**config.mk**
```make
export PLATFORM = sky130hd
export DESIGN_NAME = dmem_arbiter_flat
export DESIGN_NICKNAME = d
export VERILOG_FILES = /design/src/rtl/dmem_arb_pkg.sv /design/src/rtl/dmem_arbiter_if.sv /design/src/rtl/dmem_arbiter_rr_arb2.sv /design/src/rtl/dmem_arbiter.sv /design/src/flat_wrapper.sv
export SDC_FILE = /design/constraint.sdc
export NUM_CORES = 1
export LEC_CHECK = 0
export CORE_MARGIN = 2
export CORE_UTILIZATION = 36
export DETAILED_ROUTE_END_ITERATION = 7
export GPL_ROUTABILITY_DRIVEN = 1
export PLACE_DENSITY = 0.76
export SKIP_LAST_GASP = 1
export SLEW_MARGIN = 20
export SYNTH_ARGS = -nofsm -noshare
export SYNTH_HDL_FRONTEND = slang
export SYNTH_SLANG_ARGS = --single-unit
```
**constraint.sdc**
```tcl
create_clock -name clk -period 4.3 [get_ports clk]
set_input_delay 0.645 -clock clk [delete_from_list [all_inputs] [get_ports clk]]
set_output_delay 0.645 -clock clk [all_outputs]
set_load 0.02 [all_outputs]
```
**src/rtl/dmem_arb_pkg.sv**
```systemverilog
// Shared definitions for the two-port data-memory arbiter: FSM encoding,
// port indices and address-check widths.
package dmem_arb_pkg;

  typedef enum logic [1:0] {
    ST_IDLE   = 2'd0,
    ST_ACCESS = 2'd1,
    ST_DONE   = 2'd2
  } state_e;

  localparam logic PORT_CPU = 1'b0;
  localparam logic PORT_DBG = 1'b1;

  // Low address bits that must be zero for a legal word access.
  localparam int ALIGN_W = 2;

endpackage

```
**src/rtl/dmem_arbiter_if.sv**
```systemverilog
// One requester port of the data-memory arbiter: held request in,
// one-cycle ack/err/rdata completion out.
interface dmem_arbiter_if #(
  parameter int DATA_W = 32
);
  logic              req;
  logic              we;
  logic [DATA_W-1:0] addr;
  logic [DATA_W-1:0] wdata;
  logic              ack;
  logic              err;
  logic [DATA_W-1:0] rdata;

  modport master (output req, we, addr, wdata, input ack, err, rdata);
  modport slave  (input req, we, addr, wdata, output ack, err, rdata);
endinterface

```
**src/rtl/dmem_arbiter_rr_arb2.sv**
```systemverilog
// Two-way round-robin pick: a lone requester wins, a tie goes to the port
// that was not granted last.
module rr_arb2
  import dmem_arb_pkg::*;
(
  input  logic [1:0] req_i,
  input  logic       last_i,
  output logic       grant_o
);

  always_comb begin
    grant_o = PORT_CPU;
    case (req_i)
      2'b01:   grant_o = PORT_CPU;
      2'b10:   grant_o = PORT_DBG;
      2'b11:   grant_o = ~last_i;
      default: grant_o = PORT_CPU;
    endcase
  end

endmodule

```
**src/rtl/dmem_arbiter.sv**
```systemverilog
// Shares one single-port data memory between a CPU port and a debug/DMA
// port; each access takes IDLE -> ACCESS -> DONE with registered strobes.
module dmem_arbiter
  import dmem_arb_pkg::*;
#(
  parameter int DEPTH_WORDS = 64,
  parameter int DATA_W      = 32
) (
  input  logic              clk,
  input  logic              rst,
  dmem_arbiter_if.slave     p0,
  dmem_arbiter_if.slave     p1,
  output logic [DATA_W-1:0] mem_address_o,
  output logic [DATA_W-1:0] mem_write_data_o,
  output logic              mem_write_o,
  output logic              mem_read_o,
  input  logic [DATA_W-1:0] mem_read_data_i,
  output logic              busy_o
);

  function automatic logic addr_bad(input logic [DATA_W-1:0] a);
    logic [DATA_W-1:0] word_idx;
    word_idx = a >> ALIGN_W;
    return (a[ALIGN_W-1:0] != '0) || (word_idx >= DATA_W'(DEPTH_WORDS));
  endfunction

  state_e                 state_q;
  logic                   owner_q;
  logic                   we_q;
  logic                   bad_q;
  logic                   last_q;
  logic                   busy_q;
  logic                   mem_write_q;
  logic                   mem_read_q;
  logic [DATA_W-1:0]      mem_address_q;
  logic [DATA_W-1:0]      mem_write_data_q;
  logic [1:0]             ack_q;
  logic [1:0]             err_q;
  logic [1:0][DATA_W-1:0] rdata_q;

  logic [1:0]        req_s;
  logic              gnt_s;
  logic              sel_we_s;
  logic [DATA_W-1:0] sel_addr_s;
  logic [DATA_W-1:0] sel_wdata_s;
  logic              sel_bad_s;

  assign req_s       = {p1.req, p0.req};
  assign sel_we_s    = (gnt_s == PORT_DBG) ? p1.we    : p0.we;
  assign sel_addr_s  = (gnt_s == PORT_DBG) ? p1.addr  : p0.addr;
  assign sel_wdata_s = (gnt_s == PORT_DBG) ? p1.wdata : p0.wdata;
  assign sel_bad_s   = addr_bad(sel_addr_s);

  rr_arb2 u_rr_arb2 (
    .req_i   (req_s),
    .last_i  (last_q),
    .grant_o (gnt_s)
  );

  // Access sequencer: latches the winner in IDLE, strobes memory for one
  // cycle, then pulses the owner's ack and records it as last granted.
  always_ff @(posedge clk or posedge rst) begin
    if (rst) begin
      state_q          <= ST_IDLE;
      owner_q          <= PORT_CPU;
      we_q             <= 1'b0;
      bad_q            <= 1'b0;
      last_q           <= PORT_DBG;
      busy_q           <= 1'b0;
      mem_write_q      <= 1'b0;
      mem_read_q       <= 1'b0;
      mem_address_q    <= '0;
      mem_write_data_q <= '0;
      ack_q            <= 2'b00;
      err_q            <= 2'b00;
      rdata_q          <= '0;
    end else begin
      case (state_q)
        ST_IDLE: begin
          ack_q <= 2'b00;
          err_q <= 2'b00;
          if (|req_s) begin
            owner_q          <= gnt_s;
            we_q             <= sel_we_s;
            bad_q            <= sel_bad_s;
            mem_address_q    <= sel_addr_s;
            mem_write_data_q <= sel_wdata_s;
            mem_write_q      <= sel_we_s & ~sel_bad_s;
            mem_read_q       <= ~sel_we_s & ~sel_bad_s;
            busy_q           <= 1'b1;
            state_q          <= ST_ACCESS;
          end
        end
        ST_ACCESS: begin
          mem_write_q <= 1'b0;
          mem_read_q  <= 1'b0;
          // Only a successful read updates the owner's read data.
          if (!we_q && !bad_q) begin
            rdata_q[owner_q] <= mem_read_data_i;
          end
          ack_q[owner_q] <= 1'b1;
          err_q[owner_q] <= bad_q;
          state_q        <= ST_DONE;
        end
        ST_DONE: begin
          ack_q   <= 2'b00;
          err_q   <= 2'b00;
          last_q  <= owner_q;
          busy_q  <= 1'b0;
          state_q <= ST_IDLE;
        end
        default: begin
          mem_write_q <= 1'b0;
          mem_read_q  <= 1'b0;
          ack_q       <= 2'b00;
          err_q       <= 2'b00;
          busy_q      <= 1'b0;
          state_q     <= ST_IDLE;
        end
      endcase
    end
  end

  assign mem_address_o    = mem_address_q;
  assign mem_write_data_o = mem_write_data_q;
  assign mem_write_o      = mem_write_q;
  assign mem_read_o       = mem_read_q;
  assign busy_o           = busy_q;

  assign p0.ack   = ack_q[0];
  assign p0.err   = err_q[0];
  assign p0.rdata = rdata_q[0];
  assign p1.ack   = ack_q[1];
  assign p1.err   = err_q[1];
  assign p1.rdata = rdata_q[1];

endmodule

```
**src/flat_wrapper.sv**
```systemverilog
// flat-port wrapper written by rule: the top's interface ports become plain ports
module dmem_arbiter_flat import dmem_arb_pkg::*;
#(
  parameter int DEPTH_WORDS = 64,
  parameter int DATA_W      = 32
)
  (clk, rst, mem_address_o, mem_write_data_o, mem_write_o, mem_read_o, mem_read_data_i, busy_o, p0_req, p0_we, p0_addr, p0_wdata, p0_ack, p0_err, p0_rdata, p1_req, p1_we, p1_addr, p1_wdata, p1_ack, p1_err, p1_rdata);
  dmem_arbiter_if #(.DATA_W(DATA_W)) p0_i ();
  dmem_arbiter_if #(.DATA_W(DATA_W)) p1_i ();
  input  logic clk;
  input  logic rst;
  output logic [DATA_W-1:0] mem_address_o;
  output logic [DATA_W-1:0] mem_write_data_o;
  output logic mem_write_o;
  output logic mem_read_o;
  input  logic [DATA_W-1:0] mem_read_data_i;
  output logic busy_o;
  input wire logic [$bits(p0_i.req)-1:0] p0_req;
  input wire logic [$bits(p0_i.we)-1:0] p0_we;
  input wire logic [$bits(p0_i.addr)-1:0] p0_addr;
  input wire logic [$bits(p0_i.wdata)-1:0] p0_wdata;
  output wire logic [$bits(p0_i.ack)-1:0] p0_ack;
  output wire logic [$bits(p0_i.err)-1:0] p0_err;
  output wire logic [$bits(p0_i.rdata)-1:0] p0_rdata;
  input wire logic [$bits(p1_i.req)-1:0] p1_req;
  input wire logic [$bits(p1_i.we)-1:0] p1_we;
  input wire logic [$bits(p1_i.addr)-1:0] p1_addr;
  input wire logic [$bits(p1_i.wdata)-1:0] p1_wdata;
  output wire logic [$bits(p1_i.ack)-1:0] p1_ack;
  output wire logic [$bits(p1_i.err)-1:0] p1_err;
  output wire logic [$bits(p1_i.rdata)-1:0] p1_rdata;
  assign p0_i.req = p0_req;
  assign p0_i.we = p0_we;
  assign p0_i.addr = p0_addr;
  assign p0_i.wdata = p0_wdata;
  assign p0_ack = p0_i.ack;
  assign p0_err = p0_i.err;
  assign p0_rdata = p0_i.rdata;
  assign p1_i.req = p1_req;
  assign p1_i.we = p1_we;
  assign p1_i.addr = p1_addr;
  assign p1_i.wdata = p1_wdata;
  assign p1_ack = p1_i.ack;
  assign p1_err = p1_i.err;
  assign p1_rdata = p1_i.rdata;
  dmem_arbiter #(.DEPTH_WORDS(DEPTH_WORDS), .DATA_W(DATA_W)) u_core (.clk(clk), .rst(rst), .p0(p0_i), .p1(p1_i), .mem_address_o(mem_address_o), .mem_write_data_o(mem_write_data_o), .mem_write_o(mem_write_o), .mem_read_o(mem_read_o), .mem_read_data_i(mem_read_data_i), .busy_o(busy_o));
endmodule
```
---- Word level (Yosys, flattened, before mapping) ----
Cells that the tools add are included.
word-level totals
  bits in registers ....................... 141
  input bits .............................. 166
  output and inout port bits .............. 135
  word-level logic and storage cells ...... 62
operators by class
  $lt $le $gt $ge ......................... 3
  eq/ne operators ......................... 5
  muxes and demuxes ....................... 20
  bitwise gates (word level) .............. 8
  reduce and logical (&&, ||, !) cells .... 12
operators with widths
  kind                                                                                  count
  32-bit two-way mux                                                                    3
  64-bit bitwise mux                                                                    1
  32-bit demux with 1-bit select                                                        1
  30-bit by 7-bit greater-or-equal comparator with 1-bit output, second input constant  1
  1-bit one-hot mux with 2 select lines                                                 4
  2-bit AND reduction                                                                   4
  2-bit == test, second input constant                                                  3
  2-bit two-way mux                                                                     3
  1-bit two-way mux                                                                     5
  1-bit NOT                                                                             5
  2-bit one-hot mux with 2 select lines                                                 1
  1-bit AND                                                                             2
  2-bit bitwise mux                                                                     1
  2-bit by 1-bit == test with 1-bit output, second input constant                       1
  1-bit logical AND                                                                     2
  1-bit zero test                                                                       2
  2-bit zero test                                                                       1
  1-bit by 2-bit < comparator with 1-bit output, second input constant                  1
  2-bit by 1-bit inequality test with 1-bit output, second input constant               1
  2-bit OR                                                                              1
  2-bit nonzero test                                                                    1
  2-bit OR reduction                                                                    1
  1-bit demux with 1-bit select                                                         1
  1-bit greater-or-equal comparator, second input constant                              1
  1-bit logical OR                                                                      1

---- Depth between registers and ports, before layout ----
  word-level depth ........................ 9
  mapped depth ............................ 6
  mapped depth without buffers ............ 5

---- Cells and area by module ----
From an unflattened synthesis, not the netlist that was laid out.
second synthesis, totals
  cells, all modules ...................... 489
  area total of the unflattened synthesis .. 5999.5 um2
modules (own cells, without submodules)
  module        instances  cells each  area each (um2)  sequential area each (um2)
  dmem_arbiter  1          488         5988.2           3529.6
  rr_arb2       1          1           11.3             0.0

---- Worst setup path after synthesis ----
No wires, ideal clock.
  path type ............................... input to register
  from .................................... input p1_req
  to ...................................... register u_core.owner_q
  library setup time ...................... 125 ps
  arrival time ............................ 1538 ps
  data required time ...................... 4175 ps
  slack ................................... 2637 ps
  cell stages on the path ................. 4
  buffers on the path ..................... 1
  path through ............................ nor2_1 -> nor3_2 -> buf_2 -> mux2_2
on the way
  longest elaborated chain between the ends .. 2
  elaborated cells on any way between the ends .. 5
  classes of those cells .................. eq/ne (2); mux (1); reduce/logical (2)
RTL lines
  what                                                                                 RTL line                                        source
  start, declared                                                                      flat_wrapper.sv:25                              input wire logic [$bits(p1_i.req)-1:0] p1_req;
  2-bit == test / 2-bit OR reduction (equally long branches)                           dmem_arbiter_rr_arb2.sv:13, dmem_arbiter.sv:82
  1-bit one-hot mux with 2 select lines / 2-bit AND reduction (equally long branches)  -
  end signal, assigned                                                                 dmem_arbiter.sv:83                              owner_q <= gnt_s;
  end, declared                                                                        dmem_arbiter.sv:28                              logic owner_q;
Parallel ways exist; a longest one is shown, timed or not.
A chain may end at the register's enable or synchronous reset.

---- Worst setup path after layout ----
  from .................................... input p1_req
  to ...................................... register u_core.mem_address_q[12], in the netlist u_core.mem_address_o[12]
on the way
  longest elaborated chain between the ends .. 3
  elaborated cells on any way between the ends .. 6
  classes of those cells .................. eq/ne (2); mux (2); reduce/logical (2)
RTL lines
  what                                   RTL line                    source
  2-bit == test                          dmem_arbiter_rr_arb2.sv:13  case (req_i)
  1-bit one-hot mux with 2 select lines  dmem_arbiter_rr_arb2.sv:13
  32-bit two-way mux                     dmem_arbiter.sv:50          assign sel_addr_s = (gnt_s == PORT_DBG) ? p1.addr : p0.addr;
  end signal, assigned                   dmem_arbiter.sv:86          mem_address_q <= sel_addr_s;
  end, declared                          dmem_arbiter.sv:35          logic [DATA_W-1:0] mem_address_q;
Parallel ways exist; a longest one is shown, timed or not.

==> impl_results.md <==
* #FFs+latches synth at 141
* FF-to-FF setup slack at 2240 ps
* Req. time, crit path at 4580 ps
* RR Endpoint: u_core.mem_address_o[12]$_DFFE_PP0P_
* Via count at 4904
* GR Util All Layers at 0.2045
* Sequential fraction of the synthesis area at 0.5891
* Final Setup Violations at 0
* DRC violations left at 0
* GRT met2 Usage at 0.3555
* # rows at 47
* Dpl hpwl at 13490 um
* Worst-Skew Late Latency at 410 ps
* Most frequent cells in the layout: clkdlybuf4s50_1 (300), dfrtp_1 (140), nor2_1 (75), mux2i_1 (67), a21oi_1 (66)
* DR vias/cell at 4.841
* Core ar. at 16410 um2
* Least-Margin Pin Slew at 941.6 ps
* Die Wd at 133.0 um
* Multi-input gate area at 2261 um2
* Max VDD drop at 323.7 uV
* Crit path kind: input port to flop
* Sequential share of power at 0.351
* Setup TNS at 0 ps
* Number of post-CTS setup repair buffers at 0
* CTS tree: built
* Minimum clock period at 2425 ps
* CTS Root Cell: clkbuf_16
* Clk pin slew, worst setup/hold paths at 60 ps
* Hold Path Stages at 2
* Initial antenna violation count at 0
* Total grt overflow at 0
* Crit path buffers/inverters at 2
* Post-DR wirelength/cell at 17.62 um
* Largest stage delay, worst path at 760 ps
* Ratio of cells with drive above 1 in the final layout at 0.1387
* Fin area at 9767 um2
* Clock Tree Buf Depth at 2
* Pleak at 4.127 nW
* Crit-path slowest cell: a21boi_4
* CTS Hold Bufs at 0
* IO Port Bufs at 300
* Fin. Hold Viols at 0
* P_int at 3.602 mW
* Clk_skew at 6.582 ps
* DIE HEIGHT at 133.0 um
* FILL cells at 1289
* First-pass GRT wire length at 27880 um
* Worst hold path class: flop to flop
* GR peak layer: met2
* Clock share of power at 0.254
* Placed inst area at 9189 um2
* Mean Syn Cell Area at 12.46 um2
* Commonest non-fill, non-tap cell in the layout: clkdlybuf4s50_1
* Pre-Repair DR Iteration Count at 6
* H-Tree Level Count at 4
* Synthesized area at 5992 um2
* Max Slew Vio Count at 0
* Starting DRC count in detailed routing at 151
* Reg area at 3530 um2
* Reg-to-reg startpoint: u_core.last_q$_DFFE_PP1N_
* Post-Synthesis Cells at 481
* Peak Freq at 412.3 MHz
* Combinational power share at 0.395
* Net Sw Frac at 0.3549
* Max FO, Critical Path at 24
* Max cap viols at 0
* Sw power at 1.982 mW
* Vias in the first global route at 5243
* Delay-heaviest family, CP: buffers and inverters
* Worst EP arrival at 2710 ps
* Final period utilization at 0.5640
* Met3 Track Usage GR at 0.06360
* Syn. warnings at 0
* Pwr/cell area at 571.8 nW/um2
* Top-level I/O count at 301
* Library cells used by synthesis at 27
* Hold Crit Start: u_core.mem_write_o$_DFFE_PP0P_
* Grt met1 use at 0.2341
* Antenna fix cells at 0
* Final #Nets at 946
* Hold EP: u_core.mem_write_o$_DFFE_PP0P_
* Status: finished, final reports clean
* Final ANT Viol Nets at 0
* Max-slew headroom at 0.3707
* Post-cts sizing count at 0
* Fin util at 0.5953
* Die ar. at 17690 um2
* Worst Setup End Kind: flop
* Area growth syn-to-layout at 63.00%
* Power, Total at 5.585 mW
* CTS sink cnt at 141
* R2R cell count at 4
* Unrepaired setup endpoints after global routing: no
* CP Cell Sequence: clkdlybuf4s50_1 -> a21boi_4 -> buf_4 -> mux2i_1 -> a21oi_1
* CTS Buf Count at 17
* Initial core utilization at 0.3652
* Startpoint types: input port
* Synthesized net count at 647
* Largest net degree at the start of global routing at 142
* Final RePlAce weighted congestion at 0.8362
* Final Routed Wirelength at 17850 um
-- worst min-delay path, stage by stage, from the launching register on --
cell and delay [ps]:
dfrtp_1 350, nand2_1 50, o21ai_0 60
-- sequential cells by signal, indices dropped and copies added, names as in the netlist, 2 cells and up --
name,cells
u_core.mem_write_data_o,32
u_core.ack_q,2
u_core.state_q,2
u_core.p0.rdata,32
u_core.p1.rdata,32
u_core.mem_address_o,32
u_core.err_q,2
-- per-stage QoR --
stage / std cells / hold WS (ps) / setup slack, ps
detailed placement: 981 / 475.9 / 1465
CTS: 1013 / 494.0 / 1879
floorplan: 481 / 465.7 / 1893
global route: 1013 / 517.9 / 1703
finish: 1013 / 492.3 / 1875
global placement: 981 / 466.0 / 1513
-- logic make-up after synthesis --
logic type,count (synthesis),share of synthesized area
flip-flops,141,0.5891
AO/OA/AOI/OAI,75,0.06599
AND/OR/NAND/NOR,100,0.07496
multiplexers,132,0.2341
buffers and inverters,33,0.03592
-- power by group through the flow --
stage | Clock (mW) | Sequential, mW | Combinational [mW]
after floorplan | 0 | 2.36 | 0.712
after global placement | 0 | 1.96 | 2.16
after detailed placement | 0 | 1.98 | 2.22
after CTS | 1.45 | 1.96 | 2.23
after global routing | 1.52 | 2.01 | 2.36
final | 1.42 | 1.96 | 2.21
-- synth_stat cells, drive strengths merged --
| library cell | count | area, um2 |
|---|---|---|
| a21boi | 1 | 11.26 |
| a21o | 1 | 7.510 |
| a21oi | 66 | 330.3 |
| buf | 21 | 170.2 |
| clkbuf | 7 | 26.28 |
| dfrtp | 140 | 3503 |
| dfstp | 1 | 26.28 |
| inv | 5 | 18.77 |
| mux2 | 65 | 731.9 |
| mux2i | 67 | 670.6 |
| nand2 | 6 | 27.52 |
| nand3 | 1 | 5.000 |
| nand3b | 1 | 7.510 |
| nand4 | 2 | 12.51 |
| nor2 | 75 | 281.5 |
| nor3 | 3 | 25.02 |
| nor4 | 12 | 90.09 |
| o211a | 1 | 10.01 |
| o21a | 1 | 7.510 |
| o21ai | 4 | 20.02 |
| o41ai | 1 | 8.760 |
-- per-layer routing --
metal  share of wire  routed length [um]
met1            0.39                6883
met2            0.51                9032
met3           0.079                1418
met4           0.029                 518
met5               0                   0
-- cell type report --
| type | count | area share |
|---|---|---|
| multi-input combinational | 307 | 0.2315 |
| timing repair buffer | 308 | 0.3174 |
| sequential | 141 | 0.3614 |
| inverter | 5 | 0.002306 |
| clock buffer | 20 | 0.04778 |
| tap | 220 | 0.02818 |
| clock inverter | 12 | 0.01140 |
-- how the worst max path moves through the flow --
stage | startpoint | to | slack, ps | cells past startpoint
final | p1_req | u_core.mem_address_o[12]$_DFFE_PP0P_ | 1870 | 5
after global routing | p1_req | u_core.mem_read_o$_DFFE_PP0P_ | 1700 | 6
after CTS | p1_req | u_core.mem_address_o[12]$_DFFE_PP0P_ | 1880 | 5
after detailed placement | p1_req | u_core.mem_address_o[6]$_DFFE_PP0P_ | 1460 | 5
after global placement | p1_req | u_core.mem_read_o$_DFFE_PP0P_ | 1510 | 6
after floorplan | rst | u_core.ack_q[0]$_DFF_PP0_ | 1890 | 1
Power figures use the tool's default switching activity.
